File: src/rtl/sfft_ctrl_pkg.sv
// Shared types and helpers for the stochastic FFT run sequencer.
// Holds the FSM state encoding, the registered control-output bundle,
// the next-state rule and the width helpers used to size the cycle counter.
package sfft_ctrl_pkg;

    typedef enum logic [2:0] {
        S_IDLE = 3'd0,
        S_CLR  = 3'd1,
        S_LOAD = 3'd2,
        S_WARM = 3'd3,
        S_RUN  = 3'd4,
        S_DONE = 3'd5
    } state_t;

    // Control outputs, all registered and derived from the state being entered
    typedef struct packed {
        logic clr;
        logic loadw;
        logic en;
        logic valid;
        logic busy;
    } ctrl_t;

    // Ceiling log2 for elaboration-time sizing (value 1 -> 0 bits)
    function automatic int clog2_f(input int value);
        int w;
        w = 0;
        for (int i = 0; i < 31; i++) begin
            if ((1 << i) < value) begin
                w = i + 1;
            end
        end
        return w;
    endfunction

    function automatic int max3(input int a, input int b, input int c);
        int m;
        m = a;
        if (b > m) m = b;
        if (c > m) m = c;
        return m;
    endfunction

    // One counter serves the load, warm-up and run phases, so it must hold the
    // largest reload value of the three.
    function automatic int cnt_width(input int bitwidth, input int lat, input int wload);
        return max3(bitwidth + 1, clog2_f(lat + 1), clog2_f(wload + 1));
    endfunction

    // Sequencing rule. Abort beats everything; start is only honoured from
    // IDLE or together with ready in DONE.
    function automatic state_t next_state(
        input state_t cur,
        input logic   cyc_zero,
        input logic   skip_warm,
        input logic   start,
        input logic   ready,
        input logic   abort
    );
        state_t nxt;
        nxt = cur;
        case (cur)
            S_IDLE: if (start) nxt = S_CLR;
            S_CLR:  nxt = S_LOAD;
            S_LOAD: if (cyc_zero) nxt = skip_warm ? S_RUN : S_WARM;
            S_WARM: if (cyc_zero) nxt = S_RUN;
            S_RUN:  if (cyc_zero) nxt = S_DONE;
            S_DONE: if (ready) nxt = start ? S_CLR : S_IDLE;
            default: nxt = S_IDLE;
        endcase
        if (abort && cur != S_IDLE) begin
            nxt = S_IDLE;
        end
        return nxt;
    endfunction

    // Output pattern held while in a given state
    function automatic ctrl_t ctrl_for(input state_t s);
        ctrl_t c;
        c       = '0;
        c.clr   = (s == S_CLR);
        c.loadw = (s == S_LOAD);
        c.en    = (s == S_WARM) || (s == S_RUN);
        c.valid = (s == S_DONE);
        c.busy  = (s != S_IDLE);
        return c;
    endfunction

endpackage

File: src/rtl/sfft_ctrl_stream_counter.sv
// Ones counter for a single FFT output bitstream.
// Clear wins over increment; the width is chosen by the parent so that one
// full bitstream period of ones fits without wrapping.
module sfft_stream_counter #(
    parameter int CW = 9
) (
    input  logic          iClk,
    input  logic          iRst,
    input  logic          iClr,
    input  logic          iInc,
    input  logic          iBit,
    output logic [CW-1:0] oCnt
);

    logic [CW-1:0] cnt_reg;

    // Accumulate the stream's ones while the sequencer is in its counting window
    always_ff @(posedge iClk) begin
        if (iRst || iClr) begin
            cnt_reg <= '0;
        end else if (iInc && iBit) begin
            cnt_reg <= cnt_reg + CW'(1);
        end
    end

    assign oCnt = cnt_reg;

endmodule

File: src/rtl/sfft_ctrl.sv
// Run sequencer for the stochastic FFT array: clear, twiddle load, warm-up,
// one bitstream period of counting, then a held result with valid/ready.
module sfft_ctrl
    import sfft_ctrl_pkg::*;
#(
    parameter int BITWIDTH  = 8,
    parameter int NUMINPUTS = 8,
    parameter int LOG2N     = 3,
    parameter int LAT       = LOG2N,
    parameter int WLOAD_CYC = 1,
    parameter int CW        = BITWIDTH + 1
) (
    input  logic                    iClk,
    input  logic                    iRst,
    input  logic                    iStart,
    input  logic                    iAbort,
    input  logic                    iReady,
    input  logic [NUMINPUTS-1:0]    iReal,
    input  logic [NUMINPUTS-1:0]    iImg,
    output logic                    oEn,
    output logic                    oLoadW,
    output logic                    oClr,
    output logic                    oBusy,
    output logic                    oValid,
    output logic [NUMINPUTS*CW-1:0] oCntReal,
    output logic [NUMINPUTS*CW-1:0] oCntImg
);

    localparam int CNTW = cnt_width(BITWIDTH, LAT, WLOAD_CYC);

    // Each phase counts down from (length - 1) to zero, then moves on
    localparam logic [CNTW-1:0] LOAD_RELOAD = CNTW'((WLOAD_CYC > 0) ? WLOAD_CYC - 1 : 0);
    localparam logic [CNTW-1:0] WARM_RELOAD = CNTW'((LAT > 0) ? LAT - 1 : 0);
    localparam logic [CNTW-1:0] RUN_RELOAD  = CNTW'((2 ** BITWIDTH) - 1);
    localparam logic            SKIP_WARM   = (LAT == 0);

    state_t          state_reg;
    state_t          state_next;
    logic [CNTW-1:0] cyc_reg;
    ctrl_t           ctrl_reg;
    logic            cnt_clr;
    logic            cnt_inc;

    function automatic logic [CNTW-1:0] reload_for(input state_t s);
        case (s)
            S_LOAD:  return LOAD_RELOAD;
            S_WARM:  return WARM_RELOAD;
            S_RUN:   return RUN_RELOAD;
            default: return '0;
        endcase
    endfunction

    assign state_next = next_state(state_reg, (cyc_reg == '0), SKIP_WARM,
                                   iStart, iReady, iAbort);

    // FSM, shared cycle counter and registered outputs; the counter reloads on every state entry
    always_ff @(posedge iClk) begin
        if (iRst) begin
            state_reg <= S_IDLE;
            cyc_reg   <= '0;
            ctrl_reg  <= '0;
        end else begin
            state_reg <= state_next;
            ctrl_reg  <= ctrl_for(state_next);
            if (state_next != state_reg) begin
                cyc_reg <= reload_for(state_next);
            end else if (cyc_reg != '0) begin
                cyc_reg <= cyc_reg - CNTW'(1);
            end
        end
    end

    // Counters clear during the CLR cycle and only sample during RUN; an abort
    // freezes them at their current values.
    assign cnt_clr = (state_reg == S_CLR);
    assign cnt_inc = (state_reg == S_RUN) && !iAbort;

    generate
        for (genvar gi = 0; gi < NUMINPUTS; gi++) begin : gen_bin
            sfft_stream_counter #(.CW(CW)) u_real (
                .iClk (iClk),
                .iRst (iRst),
                .iClr (cnt_clr),
                .iInc (cnt_inc),
                .iBit (iReal[gi]),
                .oCnt (oCntReal[gi*CW +: CW])
            );
            sfft_stream_counter #(.CW(CW)) u_img (
                .iClk (iClk),
                .iRst (iRst),
                .iClr (cnt_clr),
                .iInc (cnt_inc),
                .iBit (iImg[gi]),
                .oCnt (oCntImg[gi*CW +: CW])
            );
        end
    endgenerate

    assign oClr   = ctrl_reg.clr;
    assign oLoadW = ctrl_reg.loadw;
    assign oEn    = ctrl_reg.en;
    assign oValid = ctrl_reg.valid;
    assign oBusy  = ctrl_reg.busy;

endmodule

File: config.mk
export PLATFORM = sky130hd
export DESIGN_NAME = sfft_ctrl
export DESIGN_NICKNAME = d
export VERILOG_FILES = /design/src/rtl/sfft_ctrl_pkg.sv /design/src/rtl/sfft_ctrl_stream_counter.sv /design/src/rtl/sfft_ctrl.sv
export SDC_FILE = /design/constraint.sdc
export NUM_CORES = 1
export LEC_CHECK = 0
export ABC_AREA = 0
export CORE_MARGIN = 5
export CORE_UTILIZATION = 50
export CTS_BUF_LIST = sky130_fd_sc_hd__clkbuf_16
export DETAILED_ROUTE_END_ITERATION = 10
export HOLD_SLACK_MARGIN = 0.06
export MAX_ROUTING_LAYER = met4
export PLACE_DENSITY = 0.78
export SLEW_MARGIN = 20
export SYNTH_ARGS = -nofsm -noshare
export SYNTH_HDL_FRONTEND = slang
export SYNTH_SLANG_ARGS = --single-unit
File: constraint.sdc
create_clock -name iClk -period 6.59 [get_ports iClk]
set_clock_uncertainty 0.2 [all_clocks]
set_input_delay 1.977 -clock iClk [delete_from_list [all_inputs] [get_ports iClk]]
set_output_delay 1.977 -clock iClk [all_outputs]
set_load 0.02 [all_outputs]
==> Word-level counts from Yosys, hierarchy flattened <==
Index checks and enable logic that the tools add are counted.
{ "word_totals": {"out_inout_bits": 149, "latch_bits": 0, "mem_count": 0, "inputBits": 21, "mem_bits_rw": 0, "mem_bits_ro": 0, "ff_bits": 161} }
{ "classes": {"bitwise": 0, "reduce_logical": 27, "n_shift": 0, "eq_ne": 11, "multipliers": 0, "div_mod_pow": 0, "n_mux": 11, "magnitude_cmp": 0, "n_addsub": 17} }
{ "ops": {"columns": ["op", "count"], "rows": [
  ["adder 9 x 1 -> 9 bit (second input constant)", 16],
  ["logical AND 1 bit", 18],
  ["2-to-1 mux 3 bit", 6],
  ["2-to-1 mux 9 bit", 2],
  ["case mux 3 bit (6 select lines)", 1],
  ["case mux 8 bit (2 select lines)", 1],
  ["== test 3 x 2 -> 1 bit (second input constant)", 4],
  ["== test 3 bit (second input constant)", 4],
  ["logical NOT 9 bit", 1],
  ["nonzero test 9 bit", 1],
  ["subtractor 9 x 1 -> 9 bit (second input constant)", 1],
  ["== test 3 x 1 -> 1 bit (second input constant)", 2],
  ["nonzero test 3 bit", 2],
  ["logical NOT 3 bit", 1],
  ["!= test 3 bit", 1],
  ["logical OR 1 bit", 2],
  ["nonzero test 2 bit", 1],
  ["logical NOT 1 bit", 1],
  ["2-to-1 mux 1 bit", 1]
]} }

==> Depth between registers and ports, before layout <==
Gate-level depths: netlist of run 1.
{ "depth": {"depth_word": 7, "ltp_mapped": 8, "mapped_depth_nobuf": 7} }

==> Modules after synthesis <==
Synthesis of run 1 repeated with hierarchy kept, for this count alone.
{ "unflattened": {"hier_cells": 843, "area_unflattened_um2": 7425.9} }
{ "by_module_without_submodules": {"columns": ["mod", "cells_per_inst", "instances", "area_per_inst_um2"], "rows": [
  ["sfft_stream_counter", 46, 16, 404.1],
  ["sfft_ctrl", 107, 1, 959.7]
]} }

==> Worst setup path before layout of run 1 <==
No wires, ideal clock.
{ "synth_path": {"path_kind": "in2reg", "start": "input iRst", "end": "register gen_bin[0].u_img.cnt_reg[4]", "slack_ps": 3115, "t_required_ps": 6262, "t_arrival_ps": 3147, "stages": 6, "path_cell_list": "buf_1 a21o_1 clkbuf_1 clkbuf_1 buf_1 nor2_1"} }
{ "synth_between": {"elab_chain_cells": 1} }
{ "synth_lines": {"columns": ["item", "line_no", "rtl"], "rows": [
  ["start: declaration", "sfft_ctrl.sv:14", "input logic iRst,"],
  ["logical OR 1 bit", "sfft_ctrl_stream_counter.sv:19", "if (iRst || iClr) begin"],
  ["end signal: assignment", "sfft_ctrl_stream_counter.sv:22", "cnt_reg <= cnt_reg + CW'(1);"],
  ["end: declaration", "sfft_ctrl_stream_counter.sv:15", "logic [CW-1:0] cnt_reg;"]
]} }
No other way between the ends.
A chain may end at the register's enable or synchronous reset.

==> Final worst setup path of run 1 <==
{ "layout_path": {"start": "input iAbort", "end": "register gen_bin[1].u_img.cnt_reg[5]"} }
{ "layout_between": {"elab_chain_cells": 3} }
{ "layout_lines": {"columns": ["item", "line_no", "rtl"], "rows": [
  ["start: declaration", "sfft_ctrl.sv:16", "input logic iAbort,"],
  ["logical NOT 1 bit", "sfft_ctrl.sv:76", "assign cnt_inc = (state_reg == S_RUN) && !iAbort;"],
  ["logical AND 1 bit", "sfft_ctrl.sv:76", null],
  ["logical AND 1 bit", "sfft_ctrl_stream_counter.sv:21", "end else if (iInc && iBit) begin"],
  ["end signal: assignment", "sfft_ctrl_stream_counter.sv:22", null],
  ["end: declaration", "sfft_ctrl_stream_counter.sv:15", null]
]} }
No other way between the ends.

==> results of run 1 <==
-- worst max path at each step --
| stage | from | to | slack, ns | depth (start not counted) |
|---|---|---|---|---|
| detailed placement | iAbort | gen_bin[1].u_img.oCnt[5] | 1.95 | 7 |
| CTS | iAbort | gen_bin[1].u_img.oCnt[5] | 2.36 | 7 |
| finish | iAbort | gen_bin[1].u_img.oCnt[5] | 2.36 | 7 |
| floorplan | iRst | gen_bin[0].u_img.oCnt[4] | 3.12 | 6 |
| global placement | iAbort | gen_bin[1].u_img.oCnt[5] | 2.03 | 7 |
| global route | iAbort | gen_bin[3].u_img.oCnt[7] | 2.22 | 6 |
-- metal layers --
layer	wire length (microns)	vias up	GRT usage, %
met5	0	-	-
met4	120	0	5.003
met3	1529	9	7.914
met2	8434	195	34.12
met1	7382	2943	26.02
li1	-	3174	-
-- worst register-to-register path: cells and delay by family, from the launching register on --
kind	cells	cell delay, ns
AO/OA/AOI/OAI	1	0.15
buffers and inverters	1	0.62
flip-flops	1	0.63
AND/OR/NAND/NOR	4	1.08
-- where the power goes --
| part | switching, mW | total (mW) | leakage [nW] | internal (mW) |
|---|---|---|---|---|
| sequential | 0.0171 | 1.00 | 1.30 | 0.985 |
| combinational | 0.108 | 0.177 | 1.68 | 0.0694 |
| clock | 0.378 | 1.04 | 0.316 | 0.663 |
| total | 0.502 | 2.22 | 3.30 | 1.72 |
-- cell usage after synthesis (2+ instances only) --
master	count	area (sq um)
dfxtp_1	161	3223
nor2_1	124	465.5
xor2_1	68	595.6
nand2_1	64	240.2
nand3_1	64	320.3
a21oi_1	47	235.2
xnor2_1	38	332.8
o21ai_0	31	155.2
inv_1	30	112.6
nand4_1	29	181.4
or3_1	27	168.9
nor3_1	24	120.1
clkbuf_1	20	75.07
ha_1	18	225.2
and3_1	13	81.33
and4_1	8	70.07
buf_2	8	40.04
a221oi_1	6	52.55
nor4_1	4	25.02
buf_1	3	11.26
nor2b_1	3	18.77
o22ai_1	3	18.77
a31oi_1	2	12.51
buf_6	2	22.52
nand2b_1	2	12.51
nor3b_1	2	15.01
o21a_1	2	15.01
or2_1	2	12.51
-- cells in the final DEF, fill, tap and decap left out, drive strengths merged, types with 3 or more instances in the layout --
master / synthesis / final
clkinv: 0 / 7
nand4: 29 / 29
and4: 8 / 8
bufinv: 0 / 5
nand2: 64 / 64
nor2: 125 / 125
clkdlybuf4s50: 0 / 169
and3: 13 / 13
dfxtp: 161 / 161
ha: 18 / 18
nand3: 64 / 64
nor2b: 3 / 3
xnor2: 38 / 38
xor2: 69 / 69
nor4: 4 / 4
a21oi: 48 / 48
a221oi: 7 / 7
o22ai: 3 / 3
or3: 27 / 27
inv: 30 / 32
nor3: 24 / 24
clkbuf: 20 / 17
o21ai: 32 / 32
-- area by class of cell --
type | count | area (sq um) | share of cell area, %
multi-input cells | 605 | 3651 | 38.20
flip-flops and latches | 161 | 3223 | 33.72
repair buffers | 171 | 1719 | 17.99
clock buffers | 17 | 425.4 | 4.451
well taps | 180 | 225.2 | 2.356
clock inverters | 15 | 198.9 | 2.081
inverters | 30 | 112.6 | 1.178
diodes | 1 | 2.502 | 0.02618
-- kinds of logic after synthesis --
logic type / count (synthesis) / synth area share (%)
xor+xnor: 107 / 13.27
mux: 1 / 0.1582
flops: 161 / 45.27
buf+inv: 63 / 3.673
simple gates: 376 / 25.85
fa+ha+maj: 18 / 3.164
compound gates: 103 / 8.612
==> results.tsv, run 1 <==
metric	value	unit
final-setup-viol-count	0	
port_buffers	169	
grt_use_total	21.42	%
synth_flop_cell	dfxtp_1	
hold_buffers	0	
crit_slowest_cell	buf_4	
reg2reg_depth	6	
yosysWarningCount	0	
path_cells	clkdlybuf4s50_1, nor4b_4, buf_4, and3_1, nand3_1, or3_1, a21oi_1	
fin_nets	1025	
worst_slew_pin_slew	0.9190	ns
firstDrtPassIters	4	
syn_to_final_growth	34.25	%
post_cts_buffers	0	
slowest_delay	0.62	ns
dpl.cell_count	1147	
fmax	236.7	MHz
syn-num-nets	868	
rsz0062_at_grt	false	
crit_family	buffers and inverters	
yosysSeqAreaShare	45.27	%
grt_pass1_wl	28.28	mm
hold_viol	0	
placed_area	8931	sq um
die-area	16730	sq um
utilization	68.59	%
maxCapViolCount	0	
cts_htree_levels	4	
fin_setup_tns	0	ns
clockBufferDepth	2	
fin_hold_ws	0.2838	ns
root_buffer	clkbuf_16	
cp_max_fo	74	
holdPathStages	2	
worstHoldPathType	register to register	
async_reset_ff_share	0	%
synth_edf_count	0	
worstPathRequired	6.74	ns
routed_wl	17.47	mm
fp.dieW	129.3	microns
p_leak	3.296	nW
r2r-end	gen_bin[1].u_img.oCnt[5]	
startpoint_type	primary input	
clkTransAtPathRegs	0.06	ns
post-route-period-util	64.12	%
fillers	1120	
ios	170	
fin_crit	4.225	ns
ys_ff_latch	161	
min_to	gen_bin[2].u_real.oCnt[1]	
first_global_vias	5855	
antenna_found_initial	1	
die_y	129.3	microns
drive_above_1_share	4.204	%
critical_path_buf_inv_count	2	
synth.avg_cell_area	8.588	sq um
vias	6321	
dp_hpwl	11.94	mm
r2r-start	state_reg[2]	
cts_resized	0	
ys_types	52	
synthCells	829	
power.total	2.220	mW
status	completed	
drc_errors	0	
fin_area	9558	sq um
slew_viol_final	0	
power_per_cell_area	232.3	nW/um^2
core_area	13930	sq um
layoutNonFillerInstCount	1180	
arrival	4.37	ns
start_util	51.09	%
tritoncts	done	
ir_worst_vdd	0.2060	mV
rrSetupSlack	3.85	ns
max_slew_margin	38.73	%
rows	43	
place_congestion	0.8725	
grt-ovfl-total	0	
pre_cts_ws	1.946	ns
viasPerCell	5.357	
worstHoldStart	gen_bin[2].u_real.oCnt[1]	
cts_inserted_buffers	17	
critPathKind	primary input to register	
drtIter0Drc	364	
drtAntennaViolNets	0	
fin_ws	2.365	ns
worst_setup_path_end_kind	register	
netlist_area	7119	sq um
cts_sinks	161	
clock_latency	0.42	ns
drt-wirelength-per-cell	14.80	microns
grt_max_degree	89	
(Power assumes the default switching activity.)
==> run 2, diff against run 1 <==
CORE_UTILIZATION = 45   (was 50)
PLACE_DENSITY = 0.74   (was 0.78)
clock period = 3.6 ns   (was 6.59 ns; I/O delays follow)
==> results.tsv, run 2 (synthesized netlist as in run 1, its figures left out) <==
metric	value	unit
fin_setup_tns	0	ns
viasPerCell	5.107	
routed_wl	17.41	mm
utilization	61.48	%
dpl.cell_count	1190	
diodes	0	
vias	6241	
critical_path_buf_inv_count	3	
layout_commonest_cell	clkdlybuf4s50_1	
ir_worst_vdd	0.3356	mV
core_area	15710	sq um
rsz0062_at_grt	false	
crit_family	buffers and inverters	
status	completed	
cts_htree_levels	4	
fp.dieW	135.8	microns
root_buffer	clkbuf_16	
worst_setup_path_end_kind	register	
wl_met1	7.617	mm
power_per_cell_area	412.1	nW/um^2
post_cts_buffers	0	
start_util	45.31	%
clock_latency	0.42	ns
syn_to_final_growth	35.69	%
hold_viol	0	
rows	46	
cts_sinks	161	
cts_inserted_buffers	17	
final-setup-viol-count	0	
max_slew_margin	53.20	%
cp_max_fo	48	
worstPathRequired	3.75	ns
die_y	135.8	microns
slowest_delay	0.48	ns
drtAntennaViolNets	0	
cts_resized	0	
arrival	3.06	ns
power.total	3.981	mW
worst_slew_pin_slew	0.6922	ns
hold_buffers	0	
highest_layer	met4	
p_leak	3.308	nW
port_buffers	169	
antenna_found_initial	0	
fin_crit	2.903	ns
fillers	1331	
fin_area	9661	sq um
firstDrtPassIters	4	
wl_met3	1.093	mm
ios	170	
tritoncts	done	
post-route-period-util	80.65	%
grt_use_total	19.64	%
drc_errors	0	
layout_common_cells	clkdlybuf4s50_1 (169), dfxtp_1 (161), nor2_1 (124)	
wl_met2	8.395	mm
crit_slowest_cell	clkdlybuf4s50_1	
clockBufferDepth	2	
fmax	344.4	MHz
first_global_vias	5934	
grt_pass1_wl	28.86	mm
grt_max_degree	49	
clkTransAtPathRegs	0.06	ns
drtIter0Drc	348	
drt-wirelength-per-cell	14.24	microns
startpoint_type	primary input	
path_cells	clkdlybuf4s50_1, nor4b_4, buf_12, buf_12, nand3_1, or3_1, a21oi_1	
die-area	18440	sq um
layoutNonFillerInstCount	1222	
place_congestion	0.8083	
slew_viol_final	0	
drive_above_1_share	4.771	%
fin_nets	1032	
dp_hpwl	12.24	mm
worstHoldPathType	register to register	
path_common_cell	buf_12	
placed_area	9066	sq um
grt-ovfl-total	0	
maxCapViolCount	0	
critPathKind	primary input to register	
-- run 2: cell count changes in the layout (fill, tap and decap cells not counted), sizes merged --
cell      previous run  this run
clkinv               7         2
buf                  2         9
clkinvlp             1         5
diode                1         0
bufinv               5         3
inv                 32        35
-- run 2: power by group --
part,internal (mW),leakage [nW],switching [mW]
Sequential,1.80,1.30,0.0298
Combinational,0.136,1.73,0.199
Clock,1.09,0.283,0.727
Total,3.02,3.31,0.956
-- run 2: worst min-delay path, cell delays in order, from the launching register on --
cell	delay, ns
dfxtp_1	0.33
nand2_1	0.06
a21oi_1	0.05
-- run 2: area by class of cell --
class / instances / area, sq um / share of cell area [%]
inverters: 30 / 112.6 / 1.166
clock inverters: 15 / 168.9 / 1.748
flip-flops and latches: 161 / 3223 / 33.36
well taps: 216 / 270.3 / 2.798
repair buffers: 178 / 1809 / 18.73
multi-input cells: 605 / 3651 / 37.79
clock buffers: 17 / 425.4 / 4.404
-- run 2: final timing paths --
| path | startpoint | end | slack (ns) | depth (start not counted) |
|---|---|---|---|---|
| setup / recovery | iAbort | gen_bin[3].u_img.oCnt[7] | 0.70 | 7 |
| hold / removal | gen_bin[5].u_img.oCnt[1] | gen_bin[5].u_img.oCnt[1] | 0.30 | 2 |
| setup reg to reg | cyc_reg[0] | cyc_reg[7] | 0.97 | 6 |
| hold reg to reg | gen_bin[5].u_img.oCnt[1] | gen_bin[5].u_img.oCnt[1] | 0.30 | 2 |
-- run 2: through the flow --
step           setup slack [ns]  hold slack, ns
2_1_floorplan             1.022          0.3175
3_3_place_gp             0.3255          0.2777
3_5_place_dp             0.2375          0.2857
4_1_cts                  0.6931          0.2943
5_1_grt                  0.5442          0.3198
6_report                 0.6966          0.2958
-- run 2: routing by layer --
layer | GRT usage [%] | up-vias
li1 | - | 3180
met1 | 23.92 | 2905
met2 | 30.97 | 134
met3 | 6.241 | 22
met4 | 6.551 | 0
met5 | - | -
